===== config.mk =====
export PLATFORM = sky130hd
export DESIGN_NAME = vga_timing_gen
export DESIGN_NICKNAME = d
export VERILOG_FILES = /design/src/rtl/vga_timing_gen.sv
export SDC_FILE = /design/constraint.sdc
export NUM_CORES = 1
export LEC_CHECK = 0
export ABC_AREA = 1
export BUFFER_PORTS_ARGS = -buffer_cell sky130_fd_sc_hd__buf_2
export CORE_MARGIN = 8
export CORE_UTILIZATION = 55
export DETAILED_ROUTE_END_ITERATION = 16
export GPL_ROUTABILITY_DRIVEN = 0
export PLACE_DENSITY = 0.83
export RECOVER_POWER = 100
export SLEW_MARGIN = 15
export SYNTH_ARGS = -nofsm -noshare
export SYNTH_HDL_FRONTEND = slang
export SYNTH_SLANG_ARGS = --single-unit
export TNS_END_PERCENT = 10

===== constraint.sdc =====
create_clock -name clk -period 4.09 [get_ports clk]
set_clock_uncertainty 0.1 [all_clocks]
set_input_delay 0.6135 -clock clk [delete_from_list [all_inputs] [get_ports clk]]
set_output_delay 0.6135 -clock clk [all_outputs]
set_load 0.005 [all_outputs]

===== src/rtl/vga_timing_gen.sv =====
// ---------------------------------------------------------------------------
// vga_timing_gen
//
// Pixel-timing master for the VGA display path. A free-running pair of
// counters produces the pixel coordinate (counter_H, counter_V) for the frame
// buffer controller. That controller answers with a 1-bit colour after a
// fixed latency of PIPE_LAT cycles. Sync and blanking decodes pass through a
// PIPE_LAT-deep shift register so that hsync, vsync, display_on and rgb all
// leave the block aligned with the pixel data they describe.
//
// Ports
//   clk          in   pixel clock, one pixel per cycle
//   reset        in   asynchronous, active-low reset
//   colour       in   frame buffer pixel (0 = background, 1 = foreground)
//   fg_rgb[5:0]  in   foreground colour {R[1:0],G[1:0],B[1:0]}
//   bg_rgb[5:0]  in   background colour, same packing
//   counter_H    out  horizontal coordinate, 0..H_TOTAL-1 (registered)
//   counter_V    out  vertical coordinate, 0..V_TOTAL-1 (registered)
//   frame_start  out  one-cycle pulse when the counters wrap to (0,0)
//   hsync        out  active-low horizontal sync, pipeline-aligned
//   vsync        out  active-low vertical sync, pipeline-aligned
//   display_on   out  active-area flag, pipeline-aligned
//   rgb[5:0]     out  pixel colour, pipeline-aligned, 0 while blanked
//
// PIPE_LAT must lie in 1..8.
// ---------------------------------------------------------------------------
module vga_timing_gen #(
   parameter int H_ACTIVE = 640,
   parameter int H_FP     = 16,
   parameter int H_SYNC   = 96,
   parameter int H_BP     = 48,
   parameter int V_ACTIVE = 480,
   parameter int V_FP     = 10,
   parameter int V_SYNC   = 2,
   parameter int V_BP     = 33,
   parameter int PIPE_LAT = 3
) (
   input  logic       clk,
   input  logic       reset,
   input  logic       colour,
   input  logic [5:0] fg_rgb,
   input  logic [5:0] bg_rgb,
   output logic [9:0] counter_H,
   output logic [9:0] counter_V,
   output logic       frame_start,
   output logic       hsync,
   output logic       vsync,
   output logic       display_on,
   output logic [5:0] rgb
);

   localparam int H_TOTAL = H_ACTIVE + H_FP + H_SYNC + H_BP;
   localparam int V_TOTAL = V_ACTIVE + V_FP + V_SYNC + V_BP;

   // Decode boundaries, sized to the 10-bit counters.
   localparam logic [9:0] H_LAST      = 10'(H_TOTAL - 1);
   localparam logic [9:0] V_LAST      = 10'(V_TOTAL - 1);
   localparam logic [9:0] H_ACT_END   = 10'(H_ACTIVE);
   localparam logic [9:0] V_ACT_END   = 10'(V_ACTIVE);
   localparam logic [9:0] H_SYN_FIRST = 10'(H_ACTIVE + H_FP);
   localparam logic [9:0] H_SYN_LAST  = 10'(H_ACTIVE + H_FP + H_SYNC - 1);
   localparam logic [9:0] V_SYN_FIRST = 10'(V_ACTIVE + V_FP);
   localparam logic [9:0] V_SYN_LAST  = 10'(V_ACTIVE + V_FP + V_SYNC - 1);

   // Coordinate counters and frame pulse
   logic [9:0] h_q, h_d;
   logic [9:0] v_q, v_d;
   logic       fs_q, fs_d;

   // Alignment pipeline; bit PIPE_LAT-1 of each vector is the output stage
   logic [PIPE_LAT-1:0] act_q, act_d;
   logic [PIPE_LAT-1:0] hsyn_q, hsyn_d;
   logic [PIPE_LAT-1:0] vsyn_q, vsyn_d;
   logic [5:0]          rgb_q, rgb_d;

   // Raw decodes of the current coordinate
   logic act_raw_s;
   logic hsyn_raw_s;
   logic vsyn_raw_s;

   // Next-state logic for the coordinate counters and the frame-wrap pulse.
   always_comb begin
      h_d  = h_q;
      v_d  = v_q;
      fs_d = 1'b0;
      if (h_q == H_LAST) begin
         h_d = 10'd0;
         if (v_q == V_LAST) begin
            v_d  = 10'd0;
            // The counters show (0,0) on the cycle after this edge.
            fs_d = 1'b1;
         end else begin
            v_d = v_q + 10'd1;
         end
      end else begin
         h_d = h_q + 10'd1;
      end
   end

   // Active-area and sync decodes taken straight from the registered counters.
   always_comb begin
      act_raw_s  = (h_q < H_ACT_END) && (v_q < V_ACT_END);
      hsyn_raw_s = (h_q >= H_SYN_FIRST) && (h_q <= H_SYN_LAST);
      vsyn_raw_s = (v_q >= V_SYN_FIRST) && (v_q <= V_SYN_LAST);
   end

   // Shift the decodes one stage per cycle; a single-stage pipe loads directly.
   generate
      if (PIPE_LAT == 1) begin : g_pipe_single
         assign act_d  = act_raw_s;
         assign hsyn_d = hsyn_raw_s;
         assign vsyn_d = vsyn_raw_s;
      end else begin : g_pipe_multi
         assign act_d  = {act_q[PIPE_LAT-2:0],  act_raw_s};
         assign hsyn_d = {hsyn_q[PIPE_LAT-2:0], hsyn_raw_s};
         assign vsyn_d = {vsyn_q[PIPE_LAT-2:0], vsyn_raw_s};
      end
   endgenerate

   // Pixel colour is chosen with the active flag entering the output stage, so
   // the colour sampled now belongs to the same coordinate as that flag.
   always_comb begin
      rgb_d = 6'd0;
      if (act_d[PIPE_LAT-1]) begin
         rgb_d = colour ? fg_rgb : bg_rgb;
      end else begin
         rgb_d = 6'd0;
      end
   end

   // Counter and frame-pulse registers.
   always_ff @(posedge clk or negedge reset) begin
      if (!reset) begin
         h_q  <= 10'd0;
         v_q  <= 10'd0;
         fs_q <= 1'b0;
      end else begin
         h_q  <= h_d;
         v_q  <= v_d;
         fs_q <= fs_d;
      end
   end

   // Alignment pipeline and colour output register.
   always_ff @(posedge clk or negedge reset) begin
      if (!reset) begin
         act_q  <= {PIPE_LAT{1'b0}};
         hsyn_q <= {PIPE_LAT{1'b0}};
         vsyn_q <= {PIPE_LAT{1'b0}};
         rgb_q  <= 6'd0;
      end else begin
         act_q  <= act_d;
         hsyn_q <= hsyn_d;
         vsyn_q <= vsyn_d;
         rgb_q  <= rgb_d;
      end
   end

   assign counter_H   = h_q;
   assign counter_V   = v_q;
   assign frame_start = fs_q;
   // Sync stages hold the active-high decode; reset value 0 gives idle-high sync.
   assign hsync       = ~hsyn_q[PIPE_LAT-1];
   assign vsync       = ~vsyn_q[PIPE_LAT-1];
   assign display_on  = act_q[PIPE_LAT-1];
   assign rgb         = rgb_q;

endmodule


==> summary by stage, run 1 <==
Clocking
The post-cts gate resize count is 0. The buffer levels on the longest clock path is 2. CTS saw 36 sinks. After clock tree synthesis, the setup repair step added 0 buffers.

The source-to-sink clock delay at the later pin of the worst-skew pair is 0.34 ns. The cell at the root of the clock tree is clkbuf_4. In this run, post-CTS hold repair placed 0 buffers. TritonCTS built the clock tree. The total CTS buffers is 5. After clock tree synthesis, the clock-pin slew on the worst setup and hold paths is 0.11 ns. The maximum level of the CTS H-tree is 2.

GRT
The combined global-route utilization of all metal layers is 14.9%. The initial antenna violation count is 0. The total congestion overflow is 0.

Entering global routing, the biggest net connects 37 pins. The first global-routing pass estimated 6.07 mm of wire. The via count of the first global-routing pass is 1366.

Critical path
STA puts the critical path data required time at 4.27 ns. The maximum cell stage delay along the critical path is 0.84 ns. The signal on the critical path passes through ha_1, nand2_1, nor2_1, clkinv_1, nor2_1, nand2_1, a21oi_1.

Data on the critical path arrives at its endpoint at 2.58 ns. The slowest stage of the critical path is the nor2_1 cell. For the worst flop-to-flop path, the logic depth is 7.

The peak fanout along the critical path is 17. The number of buffers and inverters on the critical path is 1. In this run the register-to-register setup slack is 1.69 ns. The worst setup path is of the reg -> reg kind. The critical path crosses 7 cells after its start point. The cell class contributing the biggest share of worst-path delay is simple AND/OR/NAND/NOR gates. STA classifies the critical path endpoint as a flip-flop. STA classifies the critical path startpoint as a flip-flop. In this run the critical register-to-register path is captured at counter_V[3]$_DFFE_PN0N_. The startpoint identified for the worst register-to-register timing path is counter_H[0]$_DFF_PN0_.

Logic synthesis
Yosys mapped a number of flops with a built-in enable equal to 0. Sorting the synthesized cells by how often they occur yields dfrtp_1 (36), nand2_1 (35), nor2_1 (31). The main flop type after synthesis is dfrtp_1.

The number of nets in the synthesized netlist is 212. The most frequently used cell type in the post-synthesis netlist is dfrtp_1. For this run, the number of Yosys warnings is 0. The netlist uses 25 different library cells. The async set or reset register ratio after synthesis is 100%. Synthesis produced 193 cells. Averaged over all synthesized cells, the footprint is 8.73 um2. Counting flops and latches in the post-synthesis netlist gives 36.

After synthesis, the cell types taking the most area are dfrtp_1 (53%), nand2_1 (7.8%), nor2_1 (6.9%). The largest total area in the synthesized netlist belongs to dfrtp_1. The post-synthesis instance area is 1680 um2. After synthesis, flip-flops and latches occupy 53.5% of the total area. The share of the synthesized area in the top cell type is 53.5%.

Cells and area
The layout overhead on the synthesized area is 18.9%. The final core utilization is 67.3%. The count of antenna diodes in the layout is 0.

The share of final-layout standard cells stronger than drive strength 1 is 16.5%. The net count of the finished layout is 261. The count of filler cells inserted in the layout is 253.

Routing
The final routed wire length divided by cell count is 13.3 um. The count of nets left with antenna violations once routing finished came out at 0. For this run, design rule violations remaining after detail routing come to 0. The count of vias placed by the detailed router is 1452.

For this block, the routed nets add up to 3.66 mm of wire. In the routed layout, each cell is associated on average with a via count of 5.26. The first TritonRoute pass finished after 4 iterations.

The first-iteration detailed-routing DRC count is 71.

Run status
The flow ran to the end, but the final reports show violations. The checks that failed: max-capacitance violations, max-slew violations.

Timing
Headroom to the max-slew limit came out at -24.9%. The total count of max-transition violations in the final report is 37. The timing-limited maximum frequency is 0.416 GHz. At the pin with the least slew margin, the transition time is 1.87 ns.

In the post-route analysis, the smallest setup slack over all paths is 1.69 ns. Setup violations remaining at the end of the flow were counted as 0. Setup repair after global routing left no endpoint under its margin.

The final-report hold violation count came to 0. The post-route clock period utilization is 58.8%. Summed over all failing endpoints, the final setup total negative slack is 0 ns. The minimum clock period is 2.40 ns.

Min path
The depth of the worst hold-timing path is 0. The terminating pin of the worst hold path is hsyn_q[2]$_DFF_PN0_. The hold path startpoint is hsyn_q[1]$_DFF_PN0_. In this run the worst hold path is classified as reg -> reg.

Power
In this run the power density over the cells is 378 nW/um2. VDD sags by at most 271 uV. In this run the static leakage power is 1.00 nW. After layout, the design draws a total of 0.000757 W.

Die
The count of pins on the block boundary is 45. The die covers 5090 um2. In this run the core area contains 20 standard-cell rows. The starting utilization of the core area is 56.6%. The chip height is 71.3 um. The core area is 2980 um2. The floorplan step set the die width to 71.3 um.

Job
Across the run, the number of max-cap violations was 1.

Placed design
The worst setup slack after placement is 2.34 ns. The estimated wirelength of the detail-placed design is 2.61 mm. The count of buffers added on input and output ports is 44.
==> through the flow <==
| stage | hold WS (ns) | cell area [um2] | std cells |
|---|---|---|---|
| floorplan | 0.218 | 1680 | 193 |
| global placement | 0.232 | 1930 | 268 |
| detailed placement | 0.236 | 1930 | 268 |
| CTS | 0.258 | 2050 | 276 |
| global route | 0.273 | 2000 | 276 |
| finish | 0.259 | 2000 | 276 |
==> final cells by class <==
class,count,area (um2),share of cell area (%)
Inverter,28,105,5.25
Timing Repair Buffer,44,200,9.99
Clock inverter,3,90.1,4.50
Tap cell,33,41.3,2.06
Sequential cell,36,901,45.0
Clock buffer,5,37.5,1.87
Multi-Input combinational cell,127,628,31.4
==> state kept, by name, indices dropped and copies added (netlist names) <==
signal       cells
hsyn_q           3
vsyn_q           3
counter_H       10
rgb              6
act_q            3
counter_V       10
frame_start      1
==> logic make-up (layout without fill, tap and decap cells) <==
kind of cell | Yosys count | after routing | synth area share (%)
compound gates | 26 | 26 | 8.32
xor+xnor | 4 | 4 | 2.08
simple gates | 93 | 93 | 25.7
buf+inv | 30 | 80 | 7.43
fa+ha+maj | 4 | 4 | 2.97
flops | 36 | 36 | 53.5
==> worst reg2reg max path: stages (launching register included) <==
cell	delay (ns)
dfrtp_1	0.42
ha_1	0.20
nand2_1	0.09
nor2_1	0.26
clkinv_1	0.11
nor2_1	0.84
nand2_1	0.14
a21oi_1	0.18
==> cell usage in the layout (no fill, tap or decap), types with 2 or more instances in the layout <==
cell type  netlist  routed
nor3_1           3       3
o21ai_0         13      15
inv_1           27      27
ha_1             4       4
nand2_1         35      36
buf_2            1      28
a21oi_1          9       9
nand4_1          5       5
clkbuf_4         0       5
dfrtp_1         36      36
clkbuf_1         0      16
nand3_1         11      11
nor4_1           2       2
nor2_1          31      33
bufinv_16        0       3
xor2_1           4       4
==> power by group <==
part,internal (W),switching [W]
registers,0.000360,0.000000940
logic,0.00000881,0.0000146
clock network,0.000252,0.000121
==> routing by layer <==
layer  GRT usage (%)  vias to the layer above  wire (um)
met2            23.5                       61       1690
met5               0                        -          0
met3            6.00                        5        301
met1            17.3                      676       1620
met4            6.93                        0         51
li1                -                      710          -
==> worst max-delay path by stage <==
stage / start / end / slack, ns
after floorplan: counter_H[0]$_DFF_PN0_ / counter_V[3]$_DFFE_PN0N_ / 2.64
final: counter_H[0]$_DFF_PN0_ / counter_V[3]$_DFFE_PN0N_ / 1.69
after detailed placement: counter_H[0]$_DFF_PN0_ / counter_V[4]$_DFFE_PN0N_ / 2.34
after global routing: counter_H[0]$_DFF_PN0_ / counter_V[6]$_DFFE_PN0N_ / 1.43
after CTS: counter_H[0]$_DFF_PN0_ / counter_V[4]$_DFFE_PN0N_ / 2.31
after global placement: counter_H[0]$_DFF_PN0_ / counter_H[9]$_DFF_PN0_ / 2.39
No activity file was read; power rests on OpenSTA's default activity.
==> run 2: changes to the inputs <==
--- a/config.mk
+++ b/config.mk
@@ -8,10 +8,10 @@
 export ABC_AREA = 1
 export BUFFER_PORTS_ARGS = -buffer_cell sky130_fd_sc_hd__buf_2
 export CORE_MARGIN = 8
-export CORE_UTILIZATION = 55
+export CORE_UTILIZATION = 51
 export DETAILED_ROUTE_END_ITERATION = 16
 export GPL_ROUTABILITY_DRIVEN = 0
-export PLACE_DENSITY = 0.83
+export PLACE_DENSITY = 0.78
 export RECOVER_POWER = 100
 export SLEW_MARGIN = 15
 export SYNTH_ARGS = -nofsm -noshare
==> constraint.sdc (replaced) <==
create_clock -name clk -period 2.45 [get_ports clk]
set_clock_uncertainty 0.1 [all_clocks]
set_input_delay 0.3675 -clock clk [delete_from_list [all_inputs] [get_ports clk]]
set_output_delay 0.3675 -clock clk [all_outputs]
set_load 0.005 [all_outputs]
==> run 2 against run 1 <==
  * The flow still finishes with violations (max-capacitance violations, max-slew violations)
  * Sequential share of layout area is 0.48 points higher
  * First-iteration DRC count down 41%
  * Clock power is 10% higher
  * Maximum frequency increased by 27%
  * Utilization decreased by 6.4 points
  * Design area shrank 1.1%
  * Critical endpoint is now counter_V[4]$_DFFE_PN0N_
  * Highest routed layer unchanged
==> summary by stage, run 2 (synthesis results as in run 1) <==
Critical path
Among all stages on the critical path, the largest delay is contributed by nor2_2. The cell that appears most often on the critical path is nand2_1. The critical path in this run is classified as reg -> reg. The required time at the endpoint of the critical path is 2.63 ns. The sort of element at the start of the critical path is a flip-flop. Traced cell by cell, the critical path runs through ha_1, nand2_1, nor2_4, inv_1, nor2_2, nand2_1, a21oi_1. The maximum cell stage delay along the critical path is 0.53 ns.

The data arrival time of the critical path is 2.08 ns. The endpoint of the lowest-slack register-to-register path is counter_V[4]$_DFFE_PN0N_. The worst register-to-register path begins at counter_H[0]$_DFF_PN0_. The element type at the critical path end is a flip-flop. The depth of the worst register-to-register path is 7.

In this run the worst path has a maximum fanout of 17. For flop-to-flop paths, the worst setup slack is 0.55 ns.

Min path
The class of the tightest hold or removal check is in -> reg. The depth of the worst hold-timing path is 3. In this run the most critical hold path is launched from fg_rgb[5]. The terminating pin of the worst hold path is rgb[5]$_DFF_PN0_.

Routing
After detailed routing, the number of remaining DRC violations is 0. The count of TritonRoute iterations in the first routing pass is 4. In this run, the number of DRC markers left after iteration 0 of detailed routing was 42. After detailed routing, the average wire length per cell comes to 11.8 um. The count of vias placed by the detailed router is 1399. Using the TritonRoute via totals, the vias-per-cell ratio works out to 4.84. The final layout contains routed wiring with a total length of 3.40 mm. The residual antenna-violating net count after detailed routing is 0.

Placed design
Counting tap cells, the placed design contains a total of 281 instances. The estimated wirelength of the detail-placed design is 2.55 mm. The count of port buffers added during placement is 44.

Clocking
CTS built an H-tree with a depth of 2. The clock slew seen by the registers of the worst setup and hold paths is 0.12 ns. TritonCTS built the clock tree. For the worst-skew pair, the clock arrives at the later sink with an insertion delay of 0.34 ns. The buffer levels on the longest clock path is 2. The total CTS buffers is 5. The quantity of hold-fixing buffers added after cts is 0. In this run the post-CTS setup repair buffer count came out at 0. For this design, the sink count on the clock tree is 36.

The post-cts gate resize count is 0. The cell at the root of the clock tree is clkbuf_4.

Timing
For the pin with the worst max-slew slack, the measured transition is 1.83 ns. The total count of max-transition violations in the final report came to 37. Setup repair after global routing left no endpoint under its margin.

Setup violations remaining at the end of the flow were counted as 0. After routing, the total negative slack on setup checks comes to 0 ns. The minimum clock period is 1.90 ns. The worst pin sits at a relative slew slack of -22.3%.

The final-report hold violation count came to 0. The post-route clock period utilization is 77.5%. Static timing analysis puts the maximum clock frequency at 0.526 GHz.

On the final layout, the worst hold slack is 0.169 ns.

Die
The number of rows created at floorplan is 21. The starting utilization of the core area is 51.7%. The chip height is 73.5 um. The region available for standard cell placement spans 3260 um2. The floorplan step defined a die boundary enclosing 5400 um2. The count of pins on the block boundary is 45. The die width is 73.5 um.

Power
IR analysis of the VDD net gives a maximum drop of 216 uV. Power spread over the standard cell area amounts to 531 nW/um2. In this run the static leakage power is 0.977 nW.

Cells and area
The share of final-layout standard cells stronger than drive strength 1 is 17.3%. The layout overhead on the synthesized area is 17.7%. Cells fill 60.8% of the core in the end. The net count of the finished layout is 261.

Leaving out fill and tap cells, the most frequent cells in the layout are nand2_1 (36), dfrtp_1 (36), nor2_1 (31). After filler insertion, the fill cell instance count of the layout stands at 319. The count of antenna diodes in the layout is 0.

Excluding fillers, the count of instances in the completed layout stands at 289.

GRT
The combined global-route utilization of all metal layers is 13.7%. The initial antenna violation count is 0. The via count of the first global-routing pass is 1349. After global routing the overflow that remains totals 0. Entering global routing, the biggest net connects 37 pins. The first global-routing pass estimated 5.90 mm of wire.

Run status
The flow ran to the end, but the final reports show violations. The checks that failed: max-capacitance violations, max-slew violations.

Job
The reported max-cap violation count is 1.
-- run 2: worst max-delay path: cells and delay by family, from the launching register on --
kind	cells	cell delay (ns)
simple gates	4	0.91
buf+inv	1	0.07
compound gates	1	0.16
fa+ha+maj	1	0.20
flops	1	0.41
-- run 2: final cells by class --
type,instances,area (um2),area share [%]
Tap cell,46,57.6,2.90
Timing Repair Buffer,44,200,10.1
Clock buffer,5,37.5,1.89
Multi-Input combinational cell,127,638,32.2
Sequential cell,36,901,45.5
Inverter,28,105,5.30
Clock inverter,3,42.5,2.15
-- run 2: worst max-delay path by stage --
stage          slack (ns)                    from  depth (start not counted)                       end
3_5_place_dp         0.73  counter_H[0]$_DFF_PN0_                          6  counter_V[3]$_DFFE_PN0N_
5_1_grt              0.30  counter_H[0]$_DFF_PN0_                          7  counter_V[6]$_DFFE_PN0N_
6_report             0.55  counter_H[0]$_DFF_PN0_                          7  counter_V[4]$_DFFE_PN0N_
2_1_floorplan         1.0  counter_H[0]$_DFF_PN0_                          7  counter_V[3]$_DFFE_PN0N_
4_1_cts              0.72  counter_H[0]$_DFF_PN0_                          6    counter_H[9]$_DFF_PN0_
3_3_place_gp         0.75  counter_H[0]$_DFF_PN0_                          6    counter_H[9]$_DFF_PN0_
-- run 2: power breakdown --
group          switching [W]  internal, W  leakage [nW]
sequential        0.00000178     0.000601         0.457
clock               0.000198     0.000213        0.0412
combinational      0.0000243    0.0000150         0.478
-- run 2: routing by layer --
| layer | up-vias | wire (um) | track usage [%] |
|---|---|---|---|
| met5 | - | 0 | 0 |
| met4 | 0 | 52 | 5.99 |
| met3 | 5 | 320 | 5.59 |
| met2 | 49 | 1560 | 21.8 |
| met1 | 627 | 1470 | 15.8 |
| li1 | 718 | - | - |
-- run 2: metrics by stage --
| stage | setup WS [ns] | power (W) | instance area (um2) |
|---|---|---|---|
| 2_1_floorplan | 0.997 | 0.000624 | 1680 |
| 3_3_place_gp | 0.746 | 0.000656 | 1940 |
| 3_5_place_dp | 0.728 | 0.000657 | 1940 |
| 4_1_cts | 0.716 | 0.00107 | 2020 |
| 5_1_grt | 0.298 | 0.00110 | 1980 |
| 6_report | 0.550 | 0.00105 | 1980 |
